File: src/rtl/matrix_loader_hps_to_fpga.sv
// Inbound matrix loader: collects row-major elements from the HPS and places
// them into the zero-padded 5x5 packed operand layout used by the matrix ALU.
module matrix_loader_hps_to_fpga #(
    parameter int ELEM_W  = 8,
    parameter int DIM_MAX = 5
) (
    input  logic                              clk,
    input  logic                              reset,
    input  logic                              start,
    input  logic [1:0]                        size,
    input  logic                              in_valid,
    input  logic [ELEM_W-1:0]                 in_data,
    output logic                              in_ready,
    output logic                              out_valid,
    input  logic                              out_ready,
    output logic [ELEM_W*DIM_MAX*DIM_MAX-1:0] matrix_out,
    output logic                              busy
);

    localparam int NUM_ELEM = DIM_MAX * DIM_MAX;
    localparam int MAT_W    = ELEM_W * NUM_ELEM;
    localparam int IDX_W    = $clog2(NUM_ELEM);

    typedef enum logic [1:0] {
        ST_IDLE = 2'd0,
        ST_LOAD = 2'd1,
        ST_DONE = 2'd2
    } state_t;

    state_t             state_q, state_d;
    logic [2:0]         n_q, n_d;
    logic [2:0]         row_q, row_d;
    logic [2:0]         col_q, col_d;
    logic [MAT_W-1:0]   buf_q, buf_d;

    logic               clear_buf;
    logic               accept;
    logic [2:0]         last_idx;
    logic [IDX_W-1:0]   wr_idx;
    logic [NUM_ELEM-1:0] wr_sel;

    assign last_idx = n_q - 3'd1;

    // Flat slot index in the 5x5 grid; slot 0 sits in the top byte.
    assign wr_idx = IDX_W'(row_q) * IDX_W'(DIM_MAX) + IDX_W'(col_q);

    for (genvar gi = 0; gi < NUM_ELEM; gi++) begin : g_wr_sel
        assign wr_sel[gi] = accept && (wr_idx == IDX_W'(gi));
    end

    always_comb begin
        state_d   = state_q;
        n_d       = n_q;
        row_d     = row_q;
        col_d     = col_q;
        clear_buf = 1'b0;
        accept    = 1'b0;

        case (state_q)
            ST_IDLE: begin
                if (start) begin
                    state_d   = ST_LOAD;
                    clear_buf = 1'b1;
                    n_d       = 3'(size) + 3'd2;
                    row_d     = 3'd0;
                    col_d     = 3'd0;
                end
            end
            ST_LOAD: begin
                // A restart wins over an element offered in the same cycle.
                if (start) begin
                    clear_buf = 1'b1;
                    n_d       = 3'(size) + 3'd2;
                    row_d     = 3'd0;
                    col_d     = 3'd0;
                end else if (in_valid) begin
                    accept = 1'b1;
                    if (col_q == last_idx) begin
                        col_d = 3'd0;
                        if (row_q == last_idx) begin
                            state_d = ST_DONE;
                            row_d   = 3'd0;
                        end else begin
                            row_d = row_q + 3'd1;
                        end
                    end else begin
                        col_d = col_q + 3'd1;
                    end
                end
            end
            ST_DONE: begin
                if (out_ready) begin
                    state_d = ST_IDLE;
                end
            end
            default: begin
                state_d = ST_IDLE;
            end
        endcase
    end

    always_comb begin
        buf_d = buf_q;
        if (clear_buf) begin
            buf_d = '0;
        end else begin
            for (int i = 0; i < NUM_ELEM; i++) begin
                if (wr_sel[i]) begin
                    buf_d[MAT_W-1-ELEM_W*i -: ELEM_W] = in_data;
                end
            end
        end
    end

    always_ff @(posedge clk) begin
        if (reset) begin
            state_q <= ST_IDLE;
            n_q     <= 3'd2;
            row_q   <= 3'd0;
            col_q   <= 3'd0;
            buf_q   <= '0;
        end else begin
            state_q <= state_d;
            n_q     <= n_d;
            row_q   <= row_d;
            col_q   <= col_d;
            buf_q   <= buf_d;
        end
    end

    assign in_ready   = (state_q == ST_LOAD);
    assign out_valid  = (state_q == ST_DONE);
    assign busy       = (state_q != ST_IDLE);
    assign matrix_out = buf_q;

endmodule

File: config.mk
export PLATFORM = sky130hd
export DESIGN_NAME = matrix_loader_hps_to_fpga
export DESIGN_NICKNAME = d
export VERILOG_FILES = /design/src/rtl/matrix_loader_hps_to_fpga.sv
export SDC_FILE = /design/constraint.sdc
export NUM_CORES = 1
export LEC_CHECK = 0
export BUFFER_PORTS_ARGS = -buffer_cell sky130_fd_sc_hd__buf_2
export CAP_MARGIN = 20
export CORE_ASPECT_RATIO = 1.25
export CORE_MARGIN = 5
export CORE_UTILIZATION = 55
export DETAILED_ROUTE_END_ITERATION = 16
export HOLD_SLACK_MARGIN = 0.1
export PLACE_DENSITY_LB_ADDON = 0.08
export SYNTH_ARGS = -nofsm -noshare
export SYNTH_HDL_FRONTEND = slang
export SYNTH_SLANG_ARGS = --single-unit
File: constraint.sdc
create_clock -name clk -period 7.27 [get_ports clk]
set_input_delay 0 -clock clk [delete_from_list [all_inputs] [get_ports clk]]
set_output_delay 0 -clock clk [all_outputs]
set_load 0.02 [all_outputs]
# Word level (Yosys, flattened, before mapping)
# Cells that the tools add are included.
dict set report op_classes {
  mul 1
  n_eq_ne 36
  add_sub_neg 5
  reduce_logical 35
  mux 22
}
# op count
set op_table {}
lappend op_table {{$eq A5 B5 Y1 const B} 9}
lappend op_table {{$eq A5 B4 Y1 const B} 8}
lappend op_table {{$logic_and A1 B1 Y1} 25}
lappend op_table {{$mux W3} 8}
lappend op_table {{$eq A5 B3 Y1 const B} 4}
lappend op_table {{$mux W2} 6}
lappend op_table {{$pmux W3 S2} 2}
lappend op_table {{$eq A5 B2 Y1 const B} 2}
lappend op_table {{$add A3 B1 Y3 const B} 2}
lappend op_table {{$eq A3 B3 Y1} 2}
lappend op_table {{$ne A2 B1 Y1 const B} 3}
lappend op_table {{$ne A2 B2 Y1 const B} 3}
lappend op_table {{$pmux W2 S3} 1}
lappend op_table {{$reduce_and A6 Y1} 1}
lappend op_table {{$add A5 B3 Y5} 1}
lappend op_table {{$eq A5 B1 Y1 const B} 1}
lappend op_table {{$logic_not A5 Y1} 1}
lappend op_table {{$mul A3 B3 Y5 const B} 1}
lappend op_table {{$mux W1} 5}
lappend op_table {{$reduce_and A4 Y1} 1}
lappend op_table {{$reduce_bool A2 Y1} 2}
lappend op_table {{$reduce_or A2 Y1} 2}
lappend op_table {{$add A2 B2 Y3 const B} 1}
lappend op_table {{$ne A3 B2 Y1 const B} 1}
lappend op_table {{other kinds (7)} 7}
dict set report word_totals {
  regBits 211
  output_inout_bits 203
}

# Logic depth before layout (Yosys ltp)
dict set report logic_depth {
  ltp_word 7
  depth_mapped 9
}

# Worst setup path after synthesis
# No wires, ideal clock.
dict set report synth_path {
  kind {reg2reg}
  from {reg row_q[2]}
  to {reg buf_q[136] (netlist: matrix_out[136])}
  path_slack_ns 4.184
  stages_incl_launch_ff 9
  required_ns 7.138
  arrival_time_ns 2.954
  setup_ns 0.132
  path_cell_list {dfxtp_1 -> ha_1 -> ha_1 -> fa_1 -> clkbuf_1 -> and2_1 -> clkbuf_1 -> nand3_2 -> mux2i_1}
}
dict set report synth_via {
  elab_chain_cells 4
}
# element line_no
set synth_lines {}
lappend synth_lines {{from (decl)} 32} ;# logic [2:0] row_q, row_d;
lappend synth_lines {{from (signal assigned)} 125} ;# row_q <= row_d;
lappend synth_lines {{$mul A3 B3 Y5} 45} ;# assign wr_idx = IDX_W'(row_q) * IDX_W'(DIM_MAX) + IDX_W'(col_q);
lappend synth_lines {{$add A5 B3 Y5} 45}
lappend synth_lines {{$eq A5 B3 Y1} 48} ;# assign wr_sel[gi] = accept && (wr_idx == IDX_W'(gi));
lappend synth_lines {{$logic_and A1 B1 Y1} 48}
lappend synth_lines {{to (signal assigned)} 127} ;# buf_q <= buf_d;
lappend synth_lines {{to (decl)} 34} ;# logic [MAT_W-1:0] buf_q, buf_d;
# No other way between the ends.
# A chain may end at the register's enable or synchronous reset.

# Worst setup path in the final report
dict set report layout_path {
  from {reg row_q[2]}
  to {reg buf_q[108] (netlist: matrix_out[108])}
}
dict set report layout_via {
  elab_chain_cells 4
}
# element line_no
set layout_lines {}
lappend layout_lines {{$mul A3 B3 Y5} 45}
lappend layout_lines {{$add A5 B3 Y5} 45}
lappend layout_lines {{$eq A5 B4 Y1} 48}
lappend layout_lines {{$logic_and A1 B1 Y1} 48}
# No other way between the ends.

==> run summary <==
Detailed-route wire length per cell - 17.8 um
GRT overflow - 0
Drt drc - 0
Maxcap violations - 0
Final #Nets - 1024
Quantity of I/O buffers inserted on ports - 217
Max IR drop VDD - 144 uV
CTS buffer count - 20
Max-slew violations - 0
Post-route antenna net violation count - 0
Critical path arrival - 3.83 ns
Pre-antenna DRT Iters - 4
IO Pins - 218
Syn_area_per_cell - 10.6 um^2
Path type of the worst setup path - register to register
Reg2reg end - matrix_out[108]
Hold crit path type - input pin to register
YS warnings - 0
Worst-Margin Slew - 1.00 ns
Initial Util - 55.4%
FF+latch count, synth - 211
Crit-path max FO - 15
Relative slew margins - 33.0%
Setup TNS - 0 ns
CTS sink cnt - 211
Power, Total - 0.00237 W
Core Area - 0.0148 mm^2
Endpoints failing hold - 0
Hold Path Sink - col_q[0]
Final setup fails - 0
Pleak - 5.78 nW
Syn_nets - 805
Largest net degree at the start of global routing - 87
CTS tree - yes
Total power divided by cell area - 231 mW/mm^2
Vias in the first global route - 6057
Worst EP required - 7.67 ns
Fin Clk Skew - 0.0155 ns
Gr usage total - 23.7%
Root Driver - clkbuf_16
# diodes - 0
Initial antenna violation count - 0
Status - complete, no violations
Period utilization - 47.2%
Routed WL - 21300 um
Die Ht - 147 um
Setup crit end kind - register
DR iter-0 viols - 436
Non-filler instance count after layout - 1193
H-tree depth - 1
Final Util - 69.4%
Unrepaired setup endpoints after global routing - no
Critical hold path startpoint - in_valid
Area delta synth->final - 25.3%
Setup crit start kind - register
Share of cells above drive strength 1 - 29.1%
Die W - 119 um
Placed cell count - 1140
GPL Wtd Cong - 0.788
Die area - 0.0175 mm^2
# rows - 50
Mapped Cells - 778
Vias per cell - 5.15
Unique masters post-synth - 43
Hpwl dp - 13700 um
Post-Synthesis Cell Area - 0.00822 mm^2
First-pass GRT wire length - 33900 um
Cells on worst reg2reg path - 8
Critical R2R Launch - row_q[2]
Seq/Total Area, Yosys - 51.4%
Max Fclk - 0.292 GHz
Reg2reg setup slack - 3.84 ns
Total vias in the final route - 6142
Min Tclk post-route - 3.43 ns
Clk_lat worst skew - 0.49 ns
Max Root-Sink Buffers - 3
Hold path depth - 5
Post-CTS sizing - 0
Clk pin slew, worst setup/hold paths - 0.06 ns
-- per-stage QoR --
step | hold WS [ns] | area, um^2 | worst slack (ns)
6_report | 0.196 | 10300 | 3.84
5_1_grt | 0.227 | 10300 | 3.51
4_1_cts | 0.180 | 10300 | 3.82
3_5_place_dp | 0.240 | 9410 | 3.79
3_3_place_gp | 0.235 | 9410 | 3.87
2_1_floorplan | 0.138 | 8220 | 4.18
-- final cells by class --
| type | instances | area (um^2) |
|---|---|---|
| clock buffer | 26 | 563 |
| clock inverter | 10 | 141 |
| fill | 1138 | 4540 |
| inverter | 3 | 11.3 |
| multi-input combinational | 519 | 3800 |
| sequential | 211 | 4220 |
| tap | 182 | 228 |
| timing repair buffer | 242 | 1320 |
-- sequential cells by signal, indices dropped and copies added (netlist names) --
register / count
matrix_out: 200
col_q: 3
n_q: 3
row_q: 3
state_q: 2
-- repair_timing --
item | in CTS | in global routing
hold endpoints to repair | 155 | 0
buffers inserted | 0 | 0
hold buffers | 16 | 0
-- logic make-up (layout without fill, tap and decap cells) --
| kind of cell | count (synthesis) | in the layout | synth area share [%] |
|---|---|---|---|
| XOR/XNOR | 14 | 14 | 2.09 |
| buffers and inverters | 48 | 281 | 2.36 |
| flip-flops | 211 | 211 | 51.4 |
| adder cells (fa/ha/maj) | 12 | 12 | 1.92 |
| AO/OA/AOI/OAI | 13 | 13 | 1.26 |
| AND/OR/NAND/NOR | 277 | 277 | 16.2 |
| multiplexers | 203 | 203 | 24.7 |
-- report_power, final --
part / leakage (nW) / total, W / internal (W) / switching, W
sequential: 1.70 / 0.00116 / 0.00116 / 0.00000388
clock: 0.343 / 0.00110 / 0.000657 / 0.000448
combinational: 3.74 / 0.000106 / 0.0000310 / 0.0000747
total: 5.78 / 0.00237 / 0.00185 / 0.000526
-- cell usage after synthesis (all sizes together) --
| library cell | count | area [um^2] |
|---|---|---|
| and4bb | 1 | 12.5 |
| nand2 | 216 | 813 |
| nand3 | 20 | 245 |
| clkbuf | 31 | 116 |
| inv | 3 | 11.3 |
| nor3 | 8 | 56.3 |
| a21oi | 5 | 36.3 |
| or2 | 1 | 6.26 |
| nand4 | 3 | 37.5 |
| mux2i | 203 | 2030 |
| nor2 | 15 | 61.3 |
| o21ai | 1 | 5.00 |
| dfxtp | 211 | 4220 |
| o211a | 1 | 10.0 |
| buf | 14 | 66.3 |
| nor2b | 3 | 18.8 |
| a2bb2oi | 1 | 8.76 |
| fa | 1 | 20.0 |
| ha | 11 | 138 |
| and2 | 2 | 12.5 |
| a21o | 1 | 7.51 |
| xnor2 | 9 | 93.8 |
| o31a | 1 | 8.76 |
| and3 | 2 | 12.5 |
| a31o | 1 | 8.76 |
| o2111ai | 1 | 8.76 |
| a41o | 1 | 10.0 |
| xor3 | 1 | 23.8 |
| xor2 | 4 | 53.8 |
| nand2b | 4 | 25.0 |
| nor3b | 2 | 31.3 |
-- worst max-delay path: stages (launching register included) --
cell and delay, ns:
dfxtp_1 0.47, ha_1 0.29, ha_1 0.32, ha_1 0.29, a21o_1 0.15, a21oi_4 0.09
xnor2_2 0.76, nand3_1 0.65, mux2i_1 0.32
-- cells in the final DEF, fill, tap and decap left out, types with 2 or more instances in the layout --
| cell type | count |
|---|---|
| and2_1 | 2 |
| inv_1 | 3 |
| xnor2_2 | 2 |
| buf_2 | 217 |
| buf_4 | 8 |
| a21oi_1 | 4 |
| nor3_1 | 6 |
| nor2_1 | 13 |
| nand3_1 | 3 |
| and3_1 | 2 |
| nor2b_1 | 3 |
| nand2b_1 | 4 |
| nand4_2 | 3 |
| clkinvlp_4 | 2 |
| xnor2_1 | 7 |
| mux2i_1 | 203 |
| clkbuf_1 | 2 |
| bufinv_16 | 3 |
| clkinv_2 | 4 |
| dlygate4sd3_1 | 16 |
| clkbuf_8 | 4 |
| nand3_4 | 8 |
| nand3_2 | 9 |
| clkbuf_16 | 20 |
| nand2_1 | 215 |
| dfxtp_1 | 211 |
| ha_1 | 11 |
| xor2_1 | 3 |
-- metal layers --
| layer | wire length (um) | vias to the layer above | global-route usage, % |
|---|---|---|---|
| met5 | 0 | - | 0 |
| met4 | 237 | 0 | 4.53 |
| met3 | 1680 | 19 | 6.63 |
| met2 | 10200 | 174 | 40.1 |
| met1 | 9170 | 2914 | 30.5 |
| li1 | - | 3035 | - |
-- how the worst max path moves through the flow --
stage	start	to	depth (start not counted)
after floorplan	row_q[2]	matrix_out[136]	8
after global placement	row_q[2]	matrix_out[106]	8
after detailed placement	row_q[2]	matrix_out[106]	8
after CTS	row_q[2]	matrix_out[106]	8
after global routing	row_q[2]	matrix_out[109]	8
final	row_q[2]	matrix_out[108]	8
Power figures use the tool's default switching activity.
